==> src/rtl/ft8_symbol_mapper.sv <==
//============================================================================
// Module   : ft8_symbol_mapper
// Function : Captures a 174-bit LDPC codeword and streams the 79-symbol FT8
//            frame (Costas sync + Gray-mapped data) over a valid/ready port.
// Options  : FT8_SYMBOL_MAPPER_OVERRUN_EN adds a sticky overrun flag.
// Revision : 1.0
//============================================================================
`default_nettype none

module ft8_symbol_mapper #(
  parameter int GRAY_EN = 1
) (
  input  logic         clk,
  input  logic         rst_n,
  input  logic [173:0] codeword,
  input  logic         codeword_valid,
  output logic [2:0]   symbol,
  output logic         symbol_valid,
  input  logic         symbol_ready,
  output logic         busy,
  output logic         frame_start,
  output logic         frame_done
`ifdef FT8_SYMBOL_MAPPER_OVERRUN_EN
  ,
  input  logic         overrun_clr,
  output logic         overrun
`endif
);

  localparam logic [0:0] C_IDLE       = 1'b0;
  localparam logic [0:0] C_SEND       = 1'b1;
  localparam logic [6:0] C_LAST_INDEX = 7'd78;
  localparam int         C_NUM_DATA   = 58;

  logic [0:0]   r_state;
  logic [0:0]   w_state_next;
  logic [6:0]   r_index;
  logic [173:0] r_codeword;

  logic         w_handshake;
  logic [6:0]   w_lookup_index;
  logic         w_is_data;
  logic [2:0]   w_costas_pos;
  logic [5:0]   w_data_k;
  logic [2:0]   w_raw [C_NUM_DATA];
  logic [2:0]   w_raw_sel;
  logic [2:0]   w_data_tone;
  logic [2:0]   w_costas_tone;
  logic [2:0]   w_tone;

  logic [2:0]   w_symbol_next;
  logic         w_valid_next;
  logic         w_busy_next;
  logic         w_start_next;
  logic         w_done_next;
  logic [6:0]   w_index_next;
  logic         w_load_codeword;

  assign w_handshake = symbol_valid & symbol_ready;

  // Each data symbol takes three consecutive codeword bits, lowest index as MSB.
  generate
    for (genvar gi = 0; gi < C_NUM_DATA; gi++) begin : g_raw
      assign w_raw[gi] = {r_codeword[3*gi], r_codeword[3*gi+1], r_codeword[3*gi+2]};
    end
  endgenerate

  // Tone for the symbol about to be loaded: index 0 on capture, else index+1.
  always_comb begin
    w_lookup_index = (r_state == C_IDLE) ? 7'd0 : r_index + 7'd1;
    w_is_data      = 1'b0;
    w_costas_pos   = 3'd0;
    w_data_k       = 6'd0;
    if (w_lookup_index < 7'd7) begin
      w_costas_pos = w_lookup_index[2:0];
    end else if (w_lookup_index < 7'd36) begin
      w_is_data = 1'b1;
      w_data_k  = 6'(w_lookup_index - 7'd7);
    end else if (w_lookup_index < 7'd43) begin
      w_costas_pos = 3'(w_lookup_index - 7'd36);
    end else if (w_lookup_index < 7'd72) begin
      w_is_data = 1'b1;
      w_data_k  = 6'(w_lookup_index - 7'd14);
    end else begin
      w_costas_pos = 3'(w_lookup_index - 7'd72);
    end
  end

  assign w_raw_sel = w_raw[w_data_k];

  always_comb begin
    case (w_costas_pos)
      3'd0:    w_costas_tone = 3'd3;
      3'd1:    w_costas_tone = 3'd1;
      3'd2:    w_costas_tone = 3'd4;
      3'd3:    w_costas_tone = 3'd0;
      3'd4:    w_costas_tone = 3'd6;
      3'd5:    w_costas_tone = 3'd5;
      3'd6:    w_costas_tone = 3'd2;
      default: w_costas_tone = 3'd0;
    endcase
  end

  generate
    if (GRAY_EN != 0) begin : g_gray_map
      always_comb begin
        case (w_raw_sel)
          3'd0:    w_data_tone = 3'd0;
          3'd1:    w_data_tone = 3'd1;
          3'd2:    w_data_tone = 3'd3;
          3'd3:    w_data_tone = 3'd2;
          3'd4:    w_data_tone = 3'd5;
          3'd5:    w_data_tone = 3'd6;
          3'd6:    w_data_tone = 3'd4;
          default: w_data_tone = 3'd7;
        endcase
      end
    end else begin : g_gray_bypass
      assign w_data_tone = w_raw_sel;
    end
  endgenerate

  assign w_tone = w_is_data ? w_data_tone : w_costas_tone;

  // State and datapath registers
  always_ff @(posedge clk or negedge rst_n) begin
    if (!rst_n) begin
      r_state      <= C_IDLE;
      r_index      <= 7'd0;
      r_codeword   <= '0;
      symbol       <= 3'd0;
      symbol_valid <= 1'b0;
      busy         <= 1'b0;
      frame_start  <= 1'b0;
      frame_done   <= 1'b0;
    end else begin
      r_state      <= w_state_next;
      r_index      <= w_index_next;
      if (w_load_codeword) begin
        r_codeword <= codeword;
      end
      symbol       <= w_symbol_next;
      symbol_valid <= w_valid_next;
      busy         <= w_busy_next;
      frame_start  <= w_start_next;
      frame_done   <= w_done_next;
    end
  end

  always_comb begin
    w_state_next = r_state;
    case (r_state)
      C_IDLE: if (codeword_valid) w_state_next = C_SEND;
      C_SEND: if (w_handshake && (r_index == C_LAST_INDEX)) w_state_next = C_IDLE;
      default: w_state_next = C_IDLE;
    endcase
  end

  always_comb begin
    w_symbol_next   = symbol;
    w_valid_next    = symbol_valid;
    w_busy_next     = busy;
    w_start_next    = 1'b0;
    w_done_next     = 1'b0;
    w_index_next    = r_index;
    w_load_codeword = 1'b0;
    case (r_state)
      C_IDLE: begin
        if (codeword_valid) begin
          w_load_codeword = 1'b1;
          w_index_next    = 7'd0;
          w_symbol_next   = w_tone;
          w_valid_next    = 1'b1;
          w_busy_next     = 1'b1;
          w_start_next    = 1'b1;
        end
      end
      C_SEND: begin
        if (w_handshake) begin
          if (r_index == C_LAST_INDEX) begin
            w_index_next  = 7'd0;
            w_symbol_next = 3'd0;
            w_valid_next  = 1'b0;
            w_busy_next   = 1'b0;
            w_done_next   = 1'b1;
          end else begin
            w_index_next  = r_index + 7'd1;
            w_symbol_next = w_tone;
          end
        end
      end
      default: begin
        w_valid_next = 1'b0;
        w_busy_next  = 1'b0;
      end
    endcase
  end

`ifdef FT8_SYMBOL_MAPPER_OVERRUN_EN
  // Sticky flag for strobes dropped while a frame is in flight; set beats clear.
  always_ff @(posedge clk or negedge rst_n) begin
    if (!rst_n) begin
      overrun <= 1'b0;
    end else if (codeword_valid && busy) begin
      overrun <= 1'b1;
    end else if (overrun_clr) begin
      overrun <= 1'b0;
    end
  end
`endif

endmodule

`default_nettype wire
==> config.mk <==
export PLATFORM = sky130hd
export DESIGN_NAME = ft8_symbol_mapper
export DESIGN_NICKNAME = d
export VERILOG_FILES = /design/src/rtl/ft8_symbol_mapper.sv
export SDC_FILE = /design/constraint.sdc
export NUM_CORES = 1
export LEC_CHECK = 0
export CORE_MARGIN = 1.5
export CORE_UTILIZATION = 40
export DETAILED_ROUTE_END_ITERATION = 6
export GPL_TIMING_DRIVEN = 0
export REMOVE_ABC_BUFFERS = 1
export SYNTH_ARGS = -nofsm -noshare
export SYNTH_HDL_FRONTEND = slang
export SYNTH_SLANG_ARGS = --single-unit
export TNS_END_PERCENT = 1
==> constraint.sdc <==
create_clock -name clk -period 5.6 [get_ports clk]
set_input_delay 1.12 -clock clk [delete_from_list [all_inputs] [get_ports clk]]
set_output_delay 1.12 -clock clk [all_outputs]
set_load 0.02 [all_outputs]
# Word-level counts from Yosys, hierarchy flattened
# Cells that the tools add are included.
# op_classes
order_cmp	5
mux	38
add_sub_neg	5
bitwise	3
n_reduce_logical	5
n_eq_ne	15
# op_table
op	count
3-bit 2-to-1 mux	10
7-bit 2-to-1 mux	4
6-bit 2-to-1 mux	4
3-bit one-hot mux with 7 select lines	1
3-bit binary-select mux with 6-bit select	1
3-bit == test (second input constant)	6
3-bit one-hot mux with 6 select lines	1
7-bit by 6-bit less-than comparator with 1-bit output (second input constant)	2
7-bit one-hot mux with 2 select lines	1
1-bit 2-to-1 mux	13
3-bit by 2-bit == test with 1-bit output (second input constant)	3
7-bit by 1-bit adder with 7-bit output (second input constant)	1
7-bit == test (second input constant)	1
7-bit >= comparator (second input constant)	1
7-bit by 3-bit less-than comparator with 1-bit output (second input constant)	1
7-bit less-than comparator (second input constant)	1
6-bit NOT with 7-bit output	1
3-bit by 1-bit == test with 1-bit output (second input constant)	2
3-bit zero test	2
3-bit one-hot mux with 2 select lines	1
6-bit by 3-bit subtractor with 6-bit output (second input constant)	1
6-bit by 4-bit subtractor with 6-bit output (second input constant)	1
2-bit by 1-bit != test with 1-bit output (second input constant)	2
1-bit one-hot mux with 2 select lines	2
other kinds (8)	8
# totals
inputBits	178
register_bits	188
word_cells	78
output_inout_bits	7

# Depth between registers and ports, before layout
# Gate-level depths: netlist of run 1.
# logic_depth
ltp_word	17
mapped_depth	18
mapped_depth_nobuf	16

# Worst setup path before layout of run 1
# No wires, ideal clock.
# synth_timing
path_type	register to register
from	register r_index[0]
to	register symbol[0]
setup_ps	126
n_path_buf	1
arrival_ps	4453
synth_period_minus_slack_ps	4579
slack_ps	1021
path_stages_with_launch	18
cell_sequence	dfrtp_1 ha_1 nor2b_1 o21ai_2 ha_1 o21a_1 o31ai_1 a211oi_2 nor3_2 nor2_4 buf_8 mux2i_1 mux4_2 nor2b_1 or4_4 o211ai_2 xnor3_1 a221o_1
# synth_between
elab_chain_len	17
word_cells_on_any_way	47
classes_between	5 x add/sub; 4 x order compare; 12 x eq/ne; 23 x mux; 1 x bitwise; 2 x reduce/logical
# synth_lines
element	line_no	text
from (decl)	37	logic [6:0] r_index;
from (signal assigned)	138	r_index <= w_index_next;
7-bit by 1-bit adder with 7-bit output	70	w_lookup_index = (r_state == C_IDLE) ? 7'd0 : r_index + 7'd1;
7-bit 2-to-1 mux	70	
6-bit by 4-bit subtractor with 6-bit output / 7-bit less-than comparator (equally long branches)	83, 81	
6-bit 2-to-1 mux	81	end else if (w_lookup_index < 7'd72) begin
6-bit 2-to-1 mux	79	end else if (w_lookup_index < 7'd43) begin
6-bit 2-to-1 mux	76	end else if (w_lookup_index < 7'd36) begin
6-bit 2-to-1 mux	74	if (w_lookup_index < 7'd7) begin
6-bit NOT with 7-bit output (not written as such)	89	assign w_raw_sel = w_raw[w_data_k];
3-bit binary-select mux with 6-bit select	89	
3-bit 2-to-1 mux (not written as such) (2 in series)	89	
3-bit == test (tied with other cells)	107	case (w_raw_sel)
3-bit one-hot mux with 7 select lines	107	
3-bit 2-to-1 mux	123	assign w_tone = w_is_data ? w_data_tone : w_costas_tone;
3-bit 2-to-1 mux	180	if (r_index == C_LAST_INDEX) begin
3-bit 2-to-1 mux	179	if (w_handshake) begin
3-bit one-hot mux with 2 select lines *	167	case (r_state)
to (signal assigned)	142	symbol <= w_symbol_next;
to (decl)	17	output logic [2:0] symbol,
# Every way passes the cells marked *; elsewhere a longest branch is shown, timed or not. The select of a mux whose other input is x is not followed.
# A chain may end at the register's enable or synchronous reset.

# Worst setup path in the final report of run 1
# Ends and elaborated chain as after synthesis.

==> flow_summary.yaml, run 1 <==
outcome:
  outcome: "complete, no violations"
synth:
  synthesis.area_um2: 9490
  synth_top_area_cell: "dfrtp_1"
  yosys-top-cells-count: "nand2_1 (572), dfrtp_1 (188), mux2i_1 (49)"
  synthCells: 1139
  synth_top_area_share_pct: 49.6
  ys_seq_elements: 188
  synth_cell_types: 77
  ys.flop_type: "dfrtp_1"
  synthTopCellsByArea: "dfrtp_1 (50%), nand2_1 (23%), mux2i_1 (5.2%)"
  ys_warn_count: 0
  async_flop_share_pct: 100
  syn_avg_cell_area_um2: 8.33
  synth_edf_count: 0
  ys_seq_area_share_pct: 49.6
  yosysMostFrequentCell: "nand2_1"
floorplanning:
  die_y_um: 157
  rows: 56
  die_w_um: 157
  start_util_pct: 40.5
  ios: 185
  dieArea_um2: 24600
  core_area_um2: 23400
layout:
  num_antenna_cells: 0
  syn2layout_area_growth_pct: 30.2
  multiInputGateArea_um2: 4580
  fillers: 2290
  seq_area_um2: 4700
  final_util_pct: 52.8
  nets: 1477
  drive_gt1_share_pct: 7.50
min_path:
  min-delay-start: "r_codeword[136]$_DFFE_PN0P_"
  hold_path.class: "flop to flop"
timing:
  relSlewSlack_pct: 26.1
  hold_violations: 0
  max_freq_mhz: 185
  rsz0062_at_grt: "no"
  tightest_slew_ns: 1.10
  finClkSkew_ns: 0.0115
  post-route-period-util_pct: 96.4
  setup_ws_ns: 0.199
  finalMaxSlewViolations: 0
  holdWs_ns: 0.473
  period_needed_ns: 5.40
  tns_ns: 0
  setup_viol: 0
setup_path:
  startpoint: "r_index[0]$_DFFE_PN0P_"
  start_kind: "flop"
  endpoint_kind: "flop"
  critPathMaxFanout: 24
  r2r-start: "r_index[0]$_DFFE_PN0P_"
  crit_required_ns: 5.92
  critPathKind: "flop to flop"
  cp_data_arrival_time_ns: 5.72
grt:
  grt_pass1_wl_um: 43800
  grt_max_degree: 118
  overflow: 0
  track_usage_pct: 23.4
  antenna_found_initial: 0
  grt_pass1_vias: 8050
power_and_ir_drop:
  ir_worst_vdd_uv: 212
  p_leak_nw: 5.97
  p_per_area_nw_per_um2: 393
  p_total_mw: 4.86
clock_network:
  root_buffer: "clkbuf_16"
  cts.sinks: 188
  hold_buffers: 0
  clkTransAtPathRegs_ns: 0.08
  htree_num_levels: 4
  cts_tree: "built"
  clock_latency_ns: 0.44
  cts_buffers: 17
  clock_path_buffers: 2
route:
  routed_wl_um: 28500
  final_antenna_net_count: 0
  drc: 0
  via_per_inst: 5.16
  initialDrtViolationCount: 691
  routedWlPerCell_um: 17.5
  firstDrtPassIters: 7
  via_count: 8394
place:
  place_ws_ns: -1.15
  port_buffers: 184
  dp_hpwl_um: 18500
  gp_congestion: 0.810
job:
  drv_cap: 0
-- cell type report --
cell class | count | share of cell area [%]
Clock buffer | 17 | 3.44
Inverter | 12 | 0.405
Clock inverter | 15 | 1.29
Multi-Input combinational cell | 878 | 37.1
Tap cell | 319 | 3.23
Sequential cell | 188 | 38.1
Timing Repair Buffer | 197 | 16.5
-- metrics by stage --
stage          instances  area, um2
6_report            1626      12400
5_1_grt             1626      12400
4_1_cts             1619      12300
3_5_place_dp        1583      11600
3_3_place_gp        1578      11400
2_1_floorplan       1075       9200
-- registers in the layout, summed over array words and instances (netlist names) --
| name | flops |
|---|---|
| r_index | 7 |
| busy | 1 |
| r_state | 1 |
| symbol | 3 |
| r_codeword | 174 |
| frame_start | 1 |
| frame_done | 1 |
-- per-layer routing --
layer,share of wire [%],GRT usage (%)
met5,0,0
met4,1.7,6.49
met3,4.7,3.63
met2,47,37.4
met1,47,33.0
-- power by group --
part | internal (mW) | switching, mW
clock | 0.594 | 0.598
combinational | 0.854 | 1.23
sequential | 1.49 | 0.0940
-- cell families (layout without fill, tap and decap cells) --
family	count (synthesis)	in the layout	synth area share (%)
AO/OA/AOI/OAI	138	139	10.1
adder cells (fa/ha/maj)	5	5	0.659
buffers and inverters	76	241	3.51
XOR/XNOR	8	8	0.884
flip-flops	188	188	49.6
multiplexers	64	64	7.25
AND/OR/NAND/NOR	660	662	28.0
-- cell usage in the layout (no fill, tap or decap), types with 3 or more instances in the layout --
cell type | Yosys | final
a2111oi_0 | 3 | 3
a211oi_1 | 4 | 4
a21o_1 | 6 | 5
a21oi_1 | 24 | 22
a21oi_2 | 2 | 4
a221o_1 | 3 | 3
a221oi_1 | 9 | 8
a311oi_1 | 3 | 3
a31oi_1 | 6 | 5
a32oi_1 | 3 | 3
and2_1 | 3 | 4
and2_4 | 3 | 3
and3_1 | 5 | 4
buf_16 | 0 | 4
buf_4 | 3 | 8
clkbuf_16 | 0 | 17
clkdlybuf4s50_1 | 0 | 183
clkinv_8 | 0 | 4
clkinvlp_4 | 0 | 3
dfrtp_1 | 188 | 188
ha_1 | 5 | 5
inv_1 | 11 | 11
inv_6 | 0 | 4
mux2_2 | 11 | 11
mux2i_1 | 49 | 49
nand2_1 | 572 | 570
nand2b_1 | 4 | 3
nand3_1 | 16 | 15
nor2_1 | 22 | 21
nor2_2 | 1 | 3
nor2b_1 | 7 | 7
nor3_1 | 7 | 5
nor3_4 | 0 | 3
o211ai_1 | 4 | 4
o21ai_0 | 30 | 30
o221ai_1 | 3 | 3
o22ai_1 | 7 | 7
o31ai_1 | 5 | 4
or3_1 | 4 | 3
xnor2_1 | 6 | 6
-- final timing paths --
path,to,cells after the start,slack (ns)
max,symbol[0]$_DFFE_PN0P_,15,0.20
max in group asynchronous,r_codeword[138]$_DFFE_PN0P_,2,3.98
min in group asynchronous,r_codeword[21]$_DFFE_PN0P_,1,0.62
min,r_codeword[136]$_DFFE_PN0P_,2,0.47
min reg2reg,r_codeword[136]$_DFFE_PN0P_,2,0.47
max reg2reg,symbol[0]$_DFFE_PN0P_,15,0.20
-- worst max-delay path, cell delays in order, from the launching register on --
cell,delay (ns)
dfrtp_1,0.51
inv_1,0.21
ha_1,0.41
nor2_1,0.38
ha_1,0.32
nand2_1,0.12
and2_4,0.17
a21oi_2,0.66
nand2_8,0.33
nor2_1,0.42
a21oi_1,0.23
a22oi_1,0.34
o22ai_1,0.15
o211ai_2,0.24
xnor3_1,0.46
a221o_1,0.34
-- repair_timing --
| action | CTS | global route |
|---|---|---|
| resized for setup | 15 | 7 |
| setup endpoints to repair | 3 | 1 |
| cloned | 1 | 2 |
| pin swaps | 2 | 3 |
| buffers inserted | 3 | 5 |
Power figures use the tool's default switching activity.
==> run 2: changes to the inputs <==
--- a/config.mk
+++ b/config.mk
@@ -6,7 +6,7 @@
 export NUM_CORES = 1
 export LEC_CHECK = 0
 export CORE_MARGIN = 1.5
-export CORE_UTILIZATION = 40
+export CORE_UTILIZATION = 25
 export DETAILED_ROUTE_END_ITERATION = 6
 export GPL_TIMING_DRIVEN = 0
 export REMOVE_ABC_BUFFERS = 1
==> run 2 against run 1 <==
Sequential power about the same; setup slack gained 0.038 ns; final area increased by 2.7%; power rose by 3.4%; non-clock buffer count grew 7; largest power group unchanged; global-route usage is 6.8 points lower; critical endpoint unchanged; flip-flop and latch count stayed put; core utilization fell by 19 points; via count is 0.85% lower; first-iteration DRC count fell by 26%; fmax increased by 0.70%.
==> flow_summary.yaml, run 2 (synthesis gave the netlist of run 1 again) <==
outcome:
  outcome: "complete, no violations"
timing:
  hold_violations: 0
  relSlewSlack_pct: 28.6
  setup_ws_ns: 0.237
  tightest_slew_ns: 1.07
  tns_ns: 0
  post-route-period-util_pct: 95.8
  rsz0062_at_grt: "no"
  setup_viol: 0
  max_freq_mhz: 186
  finalMaxSlewViolations: 0
  finClkSkew_ns: 0.0119
  period_needed_ns: 5.36
clock_network:
  cts.sinks: 188
  clock_path_buffers: 2
  htree_num_levels: 4
  clock_latency_ns: 0.45
  cts_buffers: 17
  hold_buffers: 0
  cts_tree: "built"
  clkTransAtPathRegs_ns: 0.08
  root_buffer: "clkbuf_16"
layout:
  top_regs: "r_codeword: 174 flops, r_index: 7 flops, symbol: 3 flops"
  drive_gt1_share_pct: 7.70
  syn2layout_area_growth_pct: 33.7
  nets: 1483
  top_register: "r_codeword"
  final_cell_mix: "nand2_1 (570), dfrtp_1 (188), clkdlybuf4s50_1 (183)"
  largest_reg_flops: 174
  mostFrequentLayoutCell: "nand2_1"
  fillers: 3997
  stdcell_count: 1824
place:
  dp.cells: 1775
  port_buffers: 184
  dp_hpwl_um: 21200
  gp_congestion: 0.863
  place_ws_ns: -1.20
route:
  routedWlPerCell_um: 17.3
  routed_wl_um: 31500
  via_count: 8323
  via_per_inst: 4.56
  final_antenna_net_count: 0
  initialDrtViolationCount: 511
  drc: 0
  firstDrtPassIters: 4
setup_path:
  start_kind: "flop"
  crit_required_ns: 5.93
  cp_data_arrival_time_ns: 5.70
  critPathMaxFanout: 20
  endpoint_kind: "flop"
  critPathKind: "flop to flop"
job:
  drv_cap: 0
min_path:
  hold_path.class: "flop to flop"
floorplanning:
  ios: 185
  dieArea_um2: 39100
  die_y_um: 198
  rows: 71
  start_util_pct: 25.3
  die_w_um: 198
  core_area_um2: 37500
grt:
  grt_pass1_vias: 8300
  overflow: 0
  grt_pass1_wl_um: 48500
  track_usage_pct: 16.5
  grt_max_degree: 115
  antenna_found_initial: 1
power_and_ir_drop:
  p_leak_nw: 6.02
  ir_worst_vdd_uv: 229
  p_per_area_nw_per_um2: 396
## run 2: final timing paths
kind | from | endpoint | slack, ns | cells past startpoint
worst max-delay path | r_index[0]$_DFFE_PN0P_ | symbol[0]$_DFFE_PN0P_ | 0.24 | 16
worst min-delay path | r_codeword[92]$_DFFE_PN0P_ | r_codeword[92]$_DFFE_PN0P_ | 0.47 | 2
worst max register to register | r_index[0]$_DFFE_PN0P_ | symbol[0]$_DFFE_PN0P_ | 0.24 | 16
worst min register to register | r_codeword[92]$_DFFE_PN0P_ | r_codeword[92]$_DFFE_PN0P_ | 0.47 | 2
max in group asynchronous | rst_n | r_codeword[113]$_DFFE_PN0P_ | 3.97 | 2
min in group asynchronous | rst_n | r_codeword[114]$_DFFE_PN0P_ | 0.64 | 1
## run 2: report_power, final
group | total (mW) | switching [mW] | internal, mW | leakage, nW
registers | 1.58 | 0.0957 | 1.49 | 2.46
logic | 2.18 | 1.29 | 0.895 | 3.28
clock network | 1.26 | 0.570 | 0.687 | 0.284
## run 2: area by class of cell
class                      instances  area [um2]  share of cell area [%]
inverter                          12        50.0                   0.395
clock inverter                    11         133                    1.05
timing repair buffer             204        2110                    16.6
antenna                            1        2.50                  0.0197
clock buffer                      20         457                    3.60
sequential                       188        4700                    37.1
tap                              511         639                    5.04
multi-input combinational        877        4590                    36.2
## run 2: layer usage
metal,part of all wire [%],up-vias,global-route usage (%)
met2,47,215,26.6
li1,-,4084,-
met4,1.1,0,4.07
met1,47,3996,22.9
met3,4.9,28,3.00
met5,0,-,0
## run 2: stage by stage
step	power [mW]	utilization [%]	area, um2	hold WS [ns]
after CTS	5.02	33.5	12600	0.477
after floorplan	2.76	-	9200	0.438
final	5.02	33.8	12700	0.472
after global placement	3.56	31.2	11700	0.452
after detailed placement	3.59	31.6	11800	0.459
after global routing	5.31	33.8	12700	0.482
## run 2: what timing repair did
item / 4_1_cts / 5_1_grt
pin swaps: 4 / 2
gates cloned: 2 / 0
gates resized for setup: 12 / 7
endpoints found under the setup margin: 3 / 1
buffers inserted: 7 / 8
endpoints found under the hold margin: 0 / 0
## run 2: critical path, stage by stage, from the launching register on
cell,delay [ns]
dfrtp_1,0.49
inv_1,0.20
ha_1,0.41
nor2_1,0.40
ha_1,0.23
o21a_1,0.14
o31ai_2,0.11
a211o_1,0.35
and3_4,0.32
nor2_4,0.28
buf_8,0.22
mux4_2,0.55
nor2b_1,0.15
or4_4,0.50
o211ai_2,0.10
xnor3_1,0.44
a221o_1,0.33
